$ cat src/rtl/regfile16_write_pkg.sv
// rtl/regfile16_write_pkg.sv - shared constants and types for the 16-entry write-side register file
package regfile16_write_pkg;

    localparam int NUM_REGS         = 16;
    localparam int ADDR_W           = 4;
    localparam int ZERO_REG_DEFAULT = 15;
    localparam int COUNT_W          = 8;
    localparam logic [COUNT_W-1:0] COUNT_MAX = 8'd255;

    typedef logic [ADDR_W-1:0]   addr_t;
    typedef logic [NUM_REGS-1:0] onehot_t;
    typedef logic [COUNT_W-1:0]  count_t;

endpackage

$ cat src/rtl/regfile16_write_if.sv
// rtl/regfile16_write_if.sv - write-port and status bundle of the register file
// master: drives wr_en/wr_addr/wr_data/clr_all, observes regs_out/wr_onehot/wr_count
// slave : the register file itself
interface regfile16_write_if
    import regfile16_write_pkg::*;
#(
    parameter int WIDTH = 64
);
    logic                      wr_en;
    addr_t                     wr_addr;
    logic [WIDTH-1:0]          wr_data;
    logic                      clr_all;
    logic [NUM_REGS*WIDTH-1:0] regs_out;
    onehot_t                   wr_onehot;
    count_t                    wr_count;

    modport master (
        output wr_en, wr_addr, wr_data, clr_all,
        input  regs_out, wr_onehot, wr_count
    );

    modport slave (
        input  wr_en, wr_addr, wr_data, clr_all,
        output regs_out, wr_onehot, wr_count
    );
endinterface

$ cat src/rtl/regfile16_write_decoder4_16.sv
// rtl/regfile16_write_decoder4_16.sv - combinational 4:16 one-hot decoder built from two 2:4 decoders
// in_i  : 4-bit index
// en_i  : global enable; all outputs low when 0
// out_o : one-hot of in_i when en_i=1
module decoder4_16
    import regfile16_write_pkg::*;
(
    input  addr_t   in_i,
    input  logic    en_i,
    output onehot_t out_o
);
    logic [3:0] hi_dec;
    logic [3:0] lo_dec;

    // Enable is folded into the high decoder so an undriven index with en_i=0
    // still resolves every output to 0.
    always_comb begin
        hi_dec = 4'b0000;
        lo_dec = 4'b0000;
        for (int k = 0; k < 4; k++) begin
            hi_dec[k] = en_i & (in_i[3:2] == 2'(k));
            lo_dec[k] = (in_i[1:0] == 2'(k));
        end
    end

    always_comb begin
        out_o = '0;
        for (int h = 0; h < 4; h++) begin
            for (int l = 0; l < 4; l++) begin
                out_o[h*4 + l] = hi_dec[h] & lo_dec[l];
            end
        end
    end
endmodule

$ cat src/rtl/regfile16_write.sv
// rtl/regfile16_write.sv - 16 x WIDTH register file write side with hardwired-zero entry
// clk     : single rising-edge clock
// reset_n : asynchronous active-low reset of entries, wr_onehot and wr_count
// bus     : slave side of regfile16_write_if (write port, clear, flattened contents, status)
module regfile16_write
    import regfile16_write_pkg::*;
#(
    parameter int WIDTH    = 64,
    parameter int ZERO_REG = ZERO_REG_DEFAULT
)(
    input  logic                     clk,
    input  logic                     reset_n,
    regfile16_write_if.slave         bus
);
    localparam onehot_t ZERO_MASK = onehot_t'(1) << ZERO_REG;

    onehot_t dec_onehot;
    onehot_t wr_sel;
    logic    commit;

    onehot_t wr_onehot_d, wr_onehot_q;
    count_t  wr_count_d,  wr_count_q;

    decoder4_16 u_dec (
        .in_i  (bus.wr_addr),
        .en_i  (bus.wr_en),
        .out_o (dec_onehot)
    );

    // Writes to the zero entry are dropped entirely, and clear wins over write.
    // Deriving commit from the gated one-hot keeps an unknown address with
    // wr_en=0 from reaching any state.
    assign wr_sel = bus.clr_all ? '0 : (dec_onehot & ~ZERO_MASK);
    assign commit = |wr_sel;

    for (genvar i = 0; i < NUM_REGS; i++) begin : g_slice
        if (i == ZERO_REG) begin : g_zero
            assign bus.regs_out[i*WIDTH +: WIDTH] = '0;
        end else begin : g_reg
            logic [WIDTH-1:0] slice_d, slice_q;

            always_comb begin
                slice_d = slice_q;
                if (bus.clr_all) begin
                    slice_d = '0;
                end else if (wr_sel[i]) begin
                    slice_d = bus.wr_data;
                end
            end

            always_ff @(posedge clk or negedge reset_n) begin
                if (!reset_n) begin
                    slice_q <= '0;
                end else begin
                    slice_q <= slice_d;
                end
            end

            assign bus.regs_out[i*WIDTH +: WIDTH] = slice_q;
        end
    end

    always_comb begin
        wr_onehot_d = wr_sel;
        wr_count_d  = wr_count_q;
        if (bus.clr_all) begin
            wr_count_d = '0;
        end else if (commit && (wr_count_q != COUNT_MAX)) begin
            wr_count_d = wr_count_q + 8'd1;
        end
    end

    always_ff @(posedge clk or negedge reset_n) begin
        if (!reset_n) begin
            wr_onehot_q <= '0;
            wr_count_q  <= '0;
        end else begin
            wr_onehot_q <= wr_onehot_d;
            wr_count_q  <= wr_count_d;
        end
    end

    assign bus.wr_onehot = wr_onehot_q;
    assign bus.wr_count  = wr_count_q;
endmodule

$ cat src/flat_wrapper.sv
// flat-port wrapper written by rule: the top's interface ports become plain ports
module regfile16_write_flat import regfile16_write_pkg::*;
#(
    parameter int WIDTH    = 64,
    parameter int ZERO_REG = ZERO_REG_DEFAULT
)
  (clk, reset_n, bus_wr_en, bus_wr_addr, bus_wr_data, bus_clr_all, bus_regs_out, bus_wr_onehot, bus_wr_count);
  regfile16_write_if #(.WIDTH(WIDTH)) bus_i ();
  input  logic clk;
  input  logic reset_n;
  input wire logic [$bits(bus_i.wr_en)-1:0] bus_wr_en;
  input wire logic [$bits(bus_i.wr_addr)-1:0] bus_wr_addr;
  input wire logic [$bits(bus_i.wr_data)-1:0] bus_wr_data;
  input wire logic [$bits(bus_i.clr_all)-1:0] bus_clr_all;
  output wire logic [$bits(bus_i.regs_out)-1:0] bus_regs_out;
  output wire logic [$bits(bus_i.wr_onehot)-1:0] bus_wr_onehot;
  output wire logic [$bits(bus_i.wr_count)-1:0] bus_wr_count;
  assign bus_i.wr_en = bus_wr_en;
  assign bus_i.wr_addr = bus_wr_addr;
  assign bus_i.wr_data = bus_wr_data;
  assign bus_i.clr_all = bus_clr_all;
  assign bus_regs_out = bus_i.regs_out;
  assign bus_wr_onehot = bus_i.wr_onehot;
  assign bus_wr_count = bus_i.wr_count;
  regfile16_write #(.WIDTH(WIDTH), .ZERO_REG(ZERO_REG)) u_core (.clk(clk), .reset_n(reset_n), .bus(bus_i));
endmodule
$ cat config.mk
export PLATFORM = sky130hd
export DESIGN_NAME = regfile16_write_flat
export DESIGN_NICKNAME = d
export VERILOG_FILES = /design/src/rtl/regfile16_write_pkg.sv /design/src/rtl/regfile16_write_if.sv /design/src/rtl/regfile16_write_decoder4_16.sv /design/src/rtl/regfile16_write.sv /design/src/flat_wrapper.sv
export SDC_FILE = /design/constraint.sdc
export NUM_CORES = 1
export LEC_CHECK = 0
export CAP_MARGIN = 20
export CORE_AREA = 2 2 430 432
export CTS_BUF_LIST = sky130_fd_sc_hd__clkbuf_16
export CTS_CLUSTER_SIZE = 25
export DETAILED_ROUTE_END_ITERATION = 12
export DIE_AREA = 0 0 432 434
export PLACE_DENSITY = 0.5
export SLEW_MARGIN = 20
export SYNTH_ARGS = -nofsm -noshare
export SYNTH_HDL_FRONTEND = slang
export SYNTH_SLANG_ARGS = --single-unit
$ cat constraint.sdc
create_clock -name clk -period 1.4 [get_ports clk]
set_input_delay 0.35 -clock clk [delete_from_list [all_inputs] [get_ports clk]]
set_output_delay 0.35 -clock clk [all_outputs]
set_load 0.02 [all_outputs]
==> results.json, run 1 <==
{
  "wire_per_inst_um": 27.8,
  "ant_nets": 0,
  "drt_iter0_drc": 2323,
  "grt_pass1_wl_mm": 237,
  "leakagePower_nw": 30.9,
  "holdPathEnd": "u_core.bus.wr_count[0]",
  "tightest_slew_ns": 0.733,
  "critPathKind": "register to primary output",
  "ys_warn_count": 0,
  "wl_met2_mm": 90.4,
  "hold_viol": 0,
  "clock_latency_ns": 0.74,
  "yosysSeqAreaShare_pct": 69.3,
  "crit_fanout": 2,
  "io-pin-count": 1120,
  "grt_max_degree": 95,
  "first_global_vias": 28600,
  "path_buf_inv": 2,
  "critPathSlowestCell": "dfrtp_1",
  "syn_area_um2": 35500,
  "wl_mm": 185,
  "place_area_um2": 51200,
  "fp-row-count": 157,
  "clock-sinks": 983,
  "nets": 4240,
  "yosysTopAreaCell": "dfrtp_1",
  "drtPass1Iterations": 8,
  "path_common_cell": "buf_6",
  "final_area_um2": 61600,
  "highest_layer": "met5",
  "async_flop_share_pct": 100,
  "avgSynthCellArea_um2": 15.0,
  "drv_slew": 0,
  "hpwl_mm": 118,
  "yosysMostFrequentCell": "dfrtp_1",
  "pwr_density_cell_nw_per_um2": 1040,
  "gr-total-overflow": 0,
  "reg2regPathDepth": 6,
  "max_slew_margin_pct": 51.1,
  "synthFlopType": "dfrtp_1",
  "syn_to_final_growth_pct": 73.6,
  "die_y_um": 434,
  "drc": 0,
  "rsz0062_at_grt": "true",
  "finalClockSkew_ns": 0.00938,
  "synth_seq_cells": 983,
  "h-tree-depth": 3,
  "syn_inst": 2369,
  "regToRegStartpoint": "u_core.bus.wr_count[1]",
  "portBuffers": 1054,
  "nFillCells": 18000,
  "rr_endpoint": "u_core.bus.wr_count[4]",
  "reg2reg_slack_ns": -0.17,
  "antenna_found_initial": 10,
  "place.gp.congestion": 0.799,
  "worst_setup_path_start_kind": "register",
  "crit_start": "u_core.bus.wr_count[3]",
  "cts-root-buf": "clkbuf_16",
  "failed_checks": "setup timing",
  "drive_gt1_share_pct": 49.2,
  "synth_edf_count": 0,
  "cp.required_ns": 1.05,
  "path_cells": "buf_6 > buf_6",
  "m1WireLength_mm": 71.9,
  "vias": 30300,
  "arrival_ns": 1.39,
  "tritoncts": "built",
  "die_area_um2": 187000,
  "met3_length_mm": 13.5,
  "fin_crit_sh_pct": 124,
  "status": "finished, violations left",
  "hold_path_depth": 3,
  "post-route-min-period_ns": 1.74,
  "hold_slack_ns": 0.146,
  "end_kind": "primary output",
  "finalWorstSetupSlack_ns": -0.340,
  "cts_buffers": 108,
  "fp.dieW_um": 432,
  "cp_slowest_stage_delay_ns": 0.40,
  "path_clk_slew_ns": 0.06,
  "setup_viol": 1236,
  "min_from": "bus_clr_all",
  "ys_top_cells_by_area": "dfrtp_1, a22o_1, buf_2, buf_4, clkbuf_1",
  "min_path_type": "input port to register",
  "cap_violations": 0,
  "viasPerCell": 4.55,
  "max_freq_mhz": 575,
  "yosysTopAreaCellShare_pct": 69.3,
  "fin_util_pct": 33.8,
  "initial_core_util_pct": 19.4,
  "synth_cell_types": 38,
  "cp_top_family": "flip-flops",
  "design.core.area_um2": 182000,
  "ys_top_cells_by_count": "dfrtp_1, a22o_1, buf_2, clkbuf_1, buf_4",
  "track_usage_pct": 17.8,
  "ir_worst_vdd_uv": 969,
  "cts_buffer_depth": 3
}
worst reg2reg max path, cell delays in order, from the launching register on:
cell and delay (ns):
dfrtp_2 0.36, buf_4 0.10, buf_6 0.09, ha_4 0.17, nand3_4 0.10, a311oi_2 0.28
mux2_1 0.35
cells by family after synthesis:
kind of cell,synth area share (%)
AO/OA/AOI/OAI,24.6
adder cells (fa/ha/maj),0.0353
buffers and inverters,5.18
flip-flops,69.3
multiplexers,0.0317
other,0.0106
AND/OR/NAND/NOR,0.832
registers in the layout (all words and copies together) (netlist names):
signal / flops
u_core.bus.wr_onehot: 15
u_core.g_slice.g_reg.slice_q: 960
u_core.bus.wr_count: 8
metal layers:
metal	GRT usage [%]	vias up
li1	-	12500
met1	21.7	15900
met2	29.3	1466
met3	4.39	350
met4	8.56	2
met5	0	-
cell usage in the layout (no fill, tap or decap), drive strengths merged, types with 3 or more instances in the layout:
master and instances:
dfrtp 983, clkbuf 121, nand2 3, nor3 12, a31oi 5, diode 6
clkdlybuf4s50 65, and3 4, a311oi 3, conb 65, clkinvlp 3, buf 1878
bufinv 9, clkinv 47, nand3 5, nor2b 4, a21oi 18, inv 35
dlymetal6s2s 3, nor2 17, a22o 960
layout make-up:
cell class / instances / area (µm²) / area share (%)
sequential: 983 / 24600 / 39.9
multi-input combinational: 1111 / 9570 / 15.5
clock inverter: 90 / 749 / 1.22
antenna: 6 / 15.0 / 0.0244
timing repair buffer: 1959 / 20900 / 34.0
clock buffer: 109 / 2730 / 4.43
tap: 2385 / 2980 / 4.84
inverter: 4 / 17.5 / 0.0284
worst max path at each step:
| stage | endpoint | slack (ns) | cells past startpoint |
|---|---|---|---|
| final | bus_wr_count[3] | -0.34 | 2 |
| after global routing | bus_wr_count[3] | -0.42 | 2 |
| after CTS | bus_wr_count[0] | -0.45 | 2 |
| after detailed placement | u_core.g_slice[4].g_reg.slice_q[27] | -0.99 | 8 |
| after global placement | u_core.g_slice[4].g_reg.slice_q[20] | -0.94 | 8 |
| after floorplan | u_core.bus.wr_count[4] | -0.15 | 5 |
what timing repair did:
item                                     CTS  global route
cloned                                     0            13
endpoints found under the hold margin    983             0
hold buffers                               1             0
endpoints found under the setup margin  1121          1679
setup buffers                            128           531
resized for setup                       3880          1800
pin swaps                                  0            22
stage by stage:
step / std cells / TNS, ns / worst slack (ns) / power (W)
floorplan: 2433 / -60.94 / -0.153 / 0.0314
global placement: 5772 / -749.18 / -0.944 / 0.0351
detailed placement: 5772 / -766.45 / -0.986 / 0.0351
CTS: 6099 / -376.25 / -0.448 / 0.0639
global route: 6642 / -315.10 / -0.423 / 0.0659
finish: 6647 / -238.52 / -0.340 / 0.0638
report_power, final:
group / internal [W] / leakage (nW) / switching (W)
combinational: 0.00229 / 15.4 / 0.00384
clock: 0.0158 / 1.79 / 0.0128
sequential: 0.0288 / 13.7 / 0.000278
total: 0.0469 / 30.9 / 0.0169
Note: power is estimated with default switching activity, not from simulation.
==> inputs of run 2 (changes only) <==
--- a/config.mk
+++ b/config.mk
@@ -6,12 +6,12 @@
 export NUM_CORES = 1
 export LEC_CHECK = 0
 export CAP_MARGIN = 20
-export CORE_AREA = 2 2 430 432
+export CORE_AREA = 2 2 431 433
 export CTS_BUF_LIST = sky130_fd_sc_hd__clkbuf_16
 export CTS_CLUSTER_SIZE = 25
 export DETAILED_ROUTE_END_ITERATION = 12
-export DIE_AREA = 0 0 432 434
-export PLACE_DENSITY = 0.5
+export DIE_AREA = 0 0 433 435
+export PLACE_DENSITY = 0.49
 export SLEW_MARGIN = 20
 export SYNTH_ARGS = -nofsm -noshare
 export SYNTH_HDL_FRONTEND = slang
==> constraint.sdc (replaced) <==
create_clock -name clk -period 2.2 [get_ports clk]
set_input_delay 0.55 -clock clk [delete_from_list [all_inputs] [get_ports clk]]
set_output_delay 0.55 -clock clk [all_outputs]
set_load 0.02 [all_outputs]
==> run 2 against run 1 <==
Net effect:
- sequential power is 37% lower
- power is 38% lower
- critical path depth is 1 lower
- global-route usage is 0.13 points higher
- largest cell class unchanged
- highest routed layer is now met4
- the flow now finishes without violations
- non-clock buffer count is 632 lower
==> results.json, run 2 (synthesized netlist as in run 1, its figures left out) <==
{
  "switching_power_w": 0.0104,
  "pwr_density_cell_nw_per_um2": 741,
  "combPwrFrac_pct": 8.2,
  "cp_slowest_stage_delay_ns": 0.44,
  "io-pin-count": 1120,
  "cts_buffers": 109,
  "place_area_um2": 50900,
  "fin_cells": 6113,
  "ant_nets": 0,
  "crit_fanout": 2,
  "worst-path-stages": 1,
  "crit_start": "u_core.g_slice[5].g_reg.slice_q[63]",
  "final_area_um2": 53200,
  "intPower_w": 0.0290,
  "first_global_vias": 27900,
  "viasPerCell": 4.51,
  "min_path_type": "input port to register",
  "regToRegStartpoint": "u_core.bus.wr_count[0]",
  "fp.dieW_um": 433,
  "drc": 0,
  "wl_mm": 173,
  "hold_slack_ns": 0.251,
  "wire_per_inst_um": 28.4,
  "tritoncts": "built",
  "syn_to_final_growth_pct": 49.9,
  "antenna_found_initial": 6,
  "pre_cts_ws_ns": -0.424,
  "hpwl_mm": 120,
  "drv_slew": 0,
  "place.gp.congestion": 0.775,
  "die_y_um": 435,
  "cap_violations": 0,
  "final_cell_mix": "dfrtp_1, a22o_1, dlygate4sd2_1",
  "critPathSlowestCell": "dlygate4sd2_1",
  "finalClockSkew_ns": 0.0237,
  "hold_viol": 0,
  "die_area_um2": 188000,
  "path_buf_inv": 1,
  "arrival_ns": 1.56,
  "place_inst": 5904,
  "clock_latency_ns": 0.76,
  "finalWorstSetupSlack_ns": 0.0932,
  "largest_register_ffs": 960,
  "cts_buffer_depth": 3,
  "leakagePower_nw": 28.9,
  "endpoint": "bus_regs_out[383]",
  "track_usage_pct": 17.9,
  "min_from": "bus_clr_all",
  "end_kind": "primary output",
  "cp_top_family": "buffers and inverters",
  "grt_max_degree": 88,
  "drt_iter0_drc": 2067,
  "path_cells": "dlygate4sd2_1",
  "fin_util_pct": 28.9,
  "rr_endpoint": "u_core.bus.wr_count[0]",
  "cts-root-buf": "clkbuf_16",
  "status": "completed",
  "drive_gt1_share_pct": 13.1,
  "cp.required_ns": 1.65,
  "critPathKind": "register to primary output",
  "ir_worst_vdd_uv": 636,
  "reg2regPathDepth": 5,
  "worst_setup_path_start_kind": "register",
  "path_clk_slew_ns": 0.06,
  "gr-total-overflow": 0,
  "h-tree-depth": 3,
  "fin_crit_sh_pct": 95.8,
  "max_freq_mhz": 475,
  "reg2reg_slack_ns": 0.67,
  "initial_core_util_pct": 19.3,
  "setup_viol": 0,
  "rsz0062_at_grt": "false",
  "post-route-min-period_ns": 2.11,
  "vias": 27500,
  "nFillCells": 18900,
  "fp-row-count": 158,
  "netSwitchingFraction_pct": 26.5,
  "nets": 3609,
  "max_slew_margin_pct": 58.6,
  "clock-sinks": 983,
  "tightest_slew_ns": 0.620,
  "portBuffers": 1054,
  "postCtsSetupRepairBufs": 0,
  "grt_pass1_wl_mm": 238,
  "seqPwrFrac_pct": 46.8,
  "layout_commonest_cell": "dfrtp_1",
  "design.core.area_um2": 184000,
  "clkPwrFrac_pct": 45.0,
  "drtPass1Iterations": 5,
  "regMostFlops": "u_core.g_slice.g_reg.slice_q"
}
-- run 2: cell types whose count changed in the layout (fill, tap and decap cells not counted), moves of 14 or more --
cell | previous run | this run
buf_12 | 169 | 94
clkdlybuf4s15_2 | 0 | 14
buf_4 | 737 | 179
dlygate4sd2_1 | 0 | 950
buf_6 | 963 | 0
clkdlybuf4s15_1 | 0 | 18
-- run 2: timing repair --
| item | CTS | global route |
|---|---|---|
| resized for setup | 1029 | 0 |
| hold endpoints to repair | 6 | 0 |
| endpoints found under the setup margin | 982 | 0 |
| hold buffers | 1 | 0 |
-- run 2: how the worst min path moves through the flow --
stage                                                      end  slack (ns)  cells past startpoint
final                                   u_core.bus.wr_count[6]        0.25                      3
after global routing                    u_core.bus.wr_count[6]        0.21                      3
after CTS                               u_core.bus.wr_count[6]        0.15                      3
after detailed placement  u_core.g_slice[14].g_reg.slice_q[51]        0.48                      1
after global placement    u_core.g_slice[13].g_reg.slice_q[55]        0.48                      1
after floorplan                         u_core.bus.wr_count[0]        0.25                      0
-- run 2: routing by layer --
metal | up-vias | GRT usage [%] | wire [µm]
li1 | 11300 | - | -
met3 | 292 | 4.34 | 12600
met4 | 0 | 7.57 | 7190
met2 | 1341 | 29.6 | 83900
met1 | 14600 | 22.2 | 69600
met5 | - | 0 | 0
-- run 2: layout make-up --
cell class | instances | area (µm²) | area share, %
Clock buffer | 109 | 2730 | 5.13
Antenna cell | 10 | 25.0 | 0.0470
Inverter | 4 | 15.0 | 0.0282
Sequential cell | 983 | 24600 | 46.2
Clock inverter | 89 | 678 | 1.27
Multi-Input combinational cell | 1111 | 9450 | 17.8
Timing Repair Buffer | 1327 | 12600 | 23.7
Tap cell | 2480 | 3100 | 5.83
-- run 2: power by group through the flow --
| stage | clock [W] | combinational, W | sequential, W |
|---|---|---|---|
| after floorplan | 0 | 0.000977 | 0.0190 |
| after global placement | 0 | 0.00344 | 0.0188 |
| after detailed placement | 0 | 0.00344 | 0.0188 |
| after CTS | 0.0182 | 0.00329 | 0.0184 |
| after global routing | 0.0189 | 0.00342 | 0.0184 |
| final | 0.0177 | 0.00323 | 0.0184 |
-- run 2: per-stage QoR --
step / total power, W / TNS, ns
6_report: 0.0394 / 0
3_5_place_dp: 0.0222 / -283.12
5_1_grt: 0.0408 / 0
3_3_place_gp: 0.0222 / -286.49
4_1_cts: 0.0399 / 0
2_1_floorplan: 0.0200 / 0
==> inputs of run 3 (changes only) <==
--- a/config.mk
+++ b/config.mk
@@ -5,6 +5,7 @@
 export SDC_FILE = /design/constraint.sdc
 export NUM_CORES = 1
 export LEC_CHECK = 0
+export ABC_CLOCK_PERIOD_IN_PS = 2200
 export CAP_MARGIN = 20
 export CORE_AREA = 2 2 431 433
 export CTS_BUF_LIST = sky130_fd_sc_hd__clkbuf_16
==> results of run 3 <==
No change in the layout: final DEF, timing and power equal those of run 2.
==> edit (flow settings as in run 1) <==
The package constant `COUNT_W` goes from 8 to 10.
--- a/src/rtl/regfile16_write_pkg.sv
+++ b/src/rtl/regfile16_write_pkg.sv
@@ -5,5 +5,5 @@
     localparam int ADDR_W           = 4;
     localparam int ZERO_REG_DEFAULT = 15;
-    localparam int COUNT_W          = 8;
+    localparam int COUNT_W          = 10;
     localparam logic [COUNT_W-1:0] COUNT_MAX = 8'd255;
 
Ports: changed (resized bus_wr_count); port bits go from 1120 to 1122. No check against the original RTL was run, so the function may have changed too.
==> edit against run 1 <==
The flow still finishes with violations (negative setup slack); final area increased by 0.53%; wire length is essentially flat; total power decreased by 0.64%; sequential power hardly changed; sequential cell count grew 2; first-iteration DRC count is 8.2% lower; clock skew grew 0.022 ns; worst setup slack worse by 0.041 ns; via count up 0.12%; synthesized area increased by 1.8%; critical path type is now flop to flop; largest cell class unchanged; largest power group unchanged; highest routed layer unchanged.
==> edit: results (changes against run 1) <==
| Metric | Value |
|---|---|
| Worst-case headroom to the max-slew limit | 0.425 (-0.0862) |
| Ranking of synthesized cells by instance count | 985 x sky130_fd_sc_hd__dfrtp_1, 960 x sky130_fd_sc_hd__a22o_1, 99 x sky130_fd_sc_hd__buf_2 |
| Count of multi-input gates | 1117 (+0.54%) |
| Power dissipated in sequential cells | 29.1 mW (about the same) |
| Post-Route WL | 185000 um (about the same) |
| Quantity of hold-fixing buffers added after cts | 2 (+1) |
| Clock tree skew after final layout | 0.0316 ns (+0.0223 ns) |
| Pre-Repair DR Iteration Count | 5 (-3) |
| Cell depth of the worst min-delay path | 4 (+1) |
| Number of endpoints failing setup at the final stage | 1021 (-17%) |
| Reg-to-reg critical path endpoint | u_core.bus.wr_count[8]$_DFFE_PN0P_ |
| Number of cells in the design after placement | 5818 (+0.80%) |
| Met2 Use GR | 0.308 (+0.0150) |
| Terminating pin of the worst hold path | u_core.bus.wr_count[6]$_DFFE_PN0P_ |
| Inverter count | 3 (-1) |
| Worst setup margin | -0.381 ns (-0.0408 ns) |
| Placed standard-cell area | 0.0520 sq mm (+1.5%) |
| Detail Route met3 WL | 14000 um (+4.1%) |
| Violated checks | negative setup slack |
| Antenna violations before repair | 8 (-2) |
| Net count, final | 4262 (+0.52%) |
| Count of clock buffers in the final design | 110 (+0.92%) |
| Synthesis-to-layout area growth | 71.4% |
| Final Non-Filler Cells | 6666 (+0.29%) |
| Global-route wire length before repair | 241000 um (+1.8%) |
| Fraction of area in multi-input gates | 0.155 (about the same) |
| Arrival @ worst endpoint | 2.45 ns (+1.06 ns) |
| Met3 demand-to-capacity share in global routing | 0.0481 (+0.00423) |
| Non-Clock Buffer Area Fraction | 0.343 (+0.00292) |
| Largest vdd supply drop | 882 uV (-9.0%) |
| Leak pwr | 31.0 nW (+0.38%) |
| Share of cells above drive strength 1 | 0.495 (+0.00308) |
| Antenna diode count | 3 (-3) |
| Result of the run | finished with violations |
| Category of the most critical setup path | flop to flop |
| Avg Synthesized Cell Area | 15.2 sq um (+1.4%) |
| Cell types occupying the most area after synthesis | sky130_fd_sc_hd__dfrtp_1 68%, sky130_fd_sc_hd__a22o_1 23%, sky130_fd_sc_hd__buf_6 2.5% |
| Clock Network Area Fraction | 0.0552 (-0.00125) |
| Combinational power share | 0.099 (+0.003) |
| Number of sequential cells in the layout | 985 (+0.20%) |
| Routed length on met2 | 92200 um (+2.0%) |
| Minimum setup slack after placement | -0.967 ns (+0.0184 ns) |
| HPWL reported at the end of detailed placement | 121000 um (+2.3%) |
| Switching share of total power | 0.265 (-0.000559) |
| Post-route setup TNS | -221.07 ns (+17.45 ns) |
| Sequential cell area | 0.0247 sq mm (+0.21%) |
| Per-cell via count in the routed design | 4.55 (-0.17%) |
| Aggregate global-route resource usage | 0.181 (+0.00305) |
| Vias in the first global route | 28694 (+0.50%) |
| Sw power | 16.8 mW (-0.85%) |
[edit: critical path, stage by stage (launching register included)]
cell and delay [ns]:
sky130_fd_sc_hd__dfrtp_2 0.36, sky130_fd_sc_hd__buf_4 0.13, sky130_fd_sc_hd__ha_4 0.14, sky130_fd_sc_hd__and2_4 0.17, sky130_fd_sc_hd__o211ai_1 0.18, sky130_fd_sc_hd__buf_4 0.19
sky130_fd_sc_hd__or4_1 0.40, sky130_fd_sc_hd__a21oi_1 0.14
[edit: logic make-up after synthesis]
| family | count (synthesis) | synth area share |
|---|---|---|
| adder cells (fa/ha/maj) | 1 | 0.000346 |
| flip-flops | 985 | 0.682 |
| other | 1 | 0.000104 |
| AO/OA/AOI/OAI | 996 | 0.244 |
| AND/OR/NAND/NOR | 53 | 0.00883 |
| buffers and inverters | 339 | 0.0641 |
| multiplexers | 2 | 0.000623 |
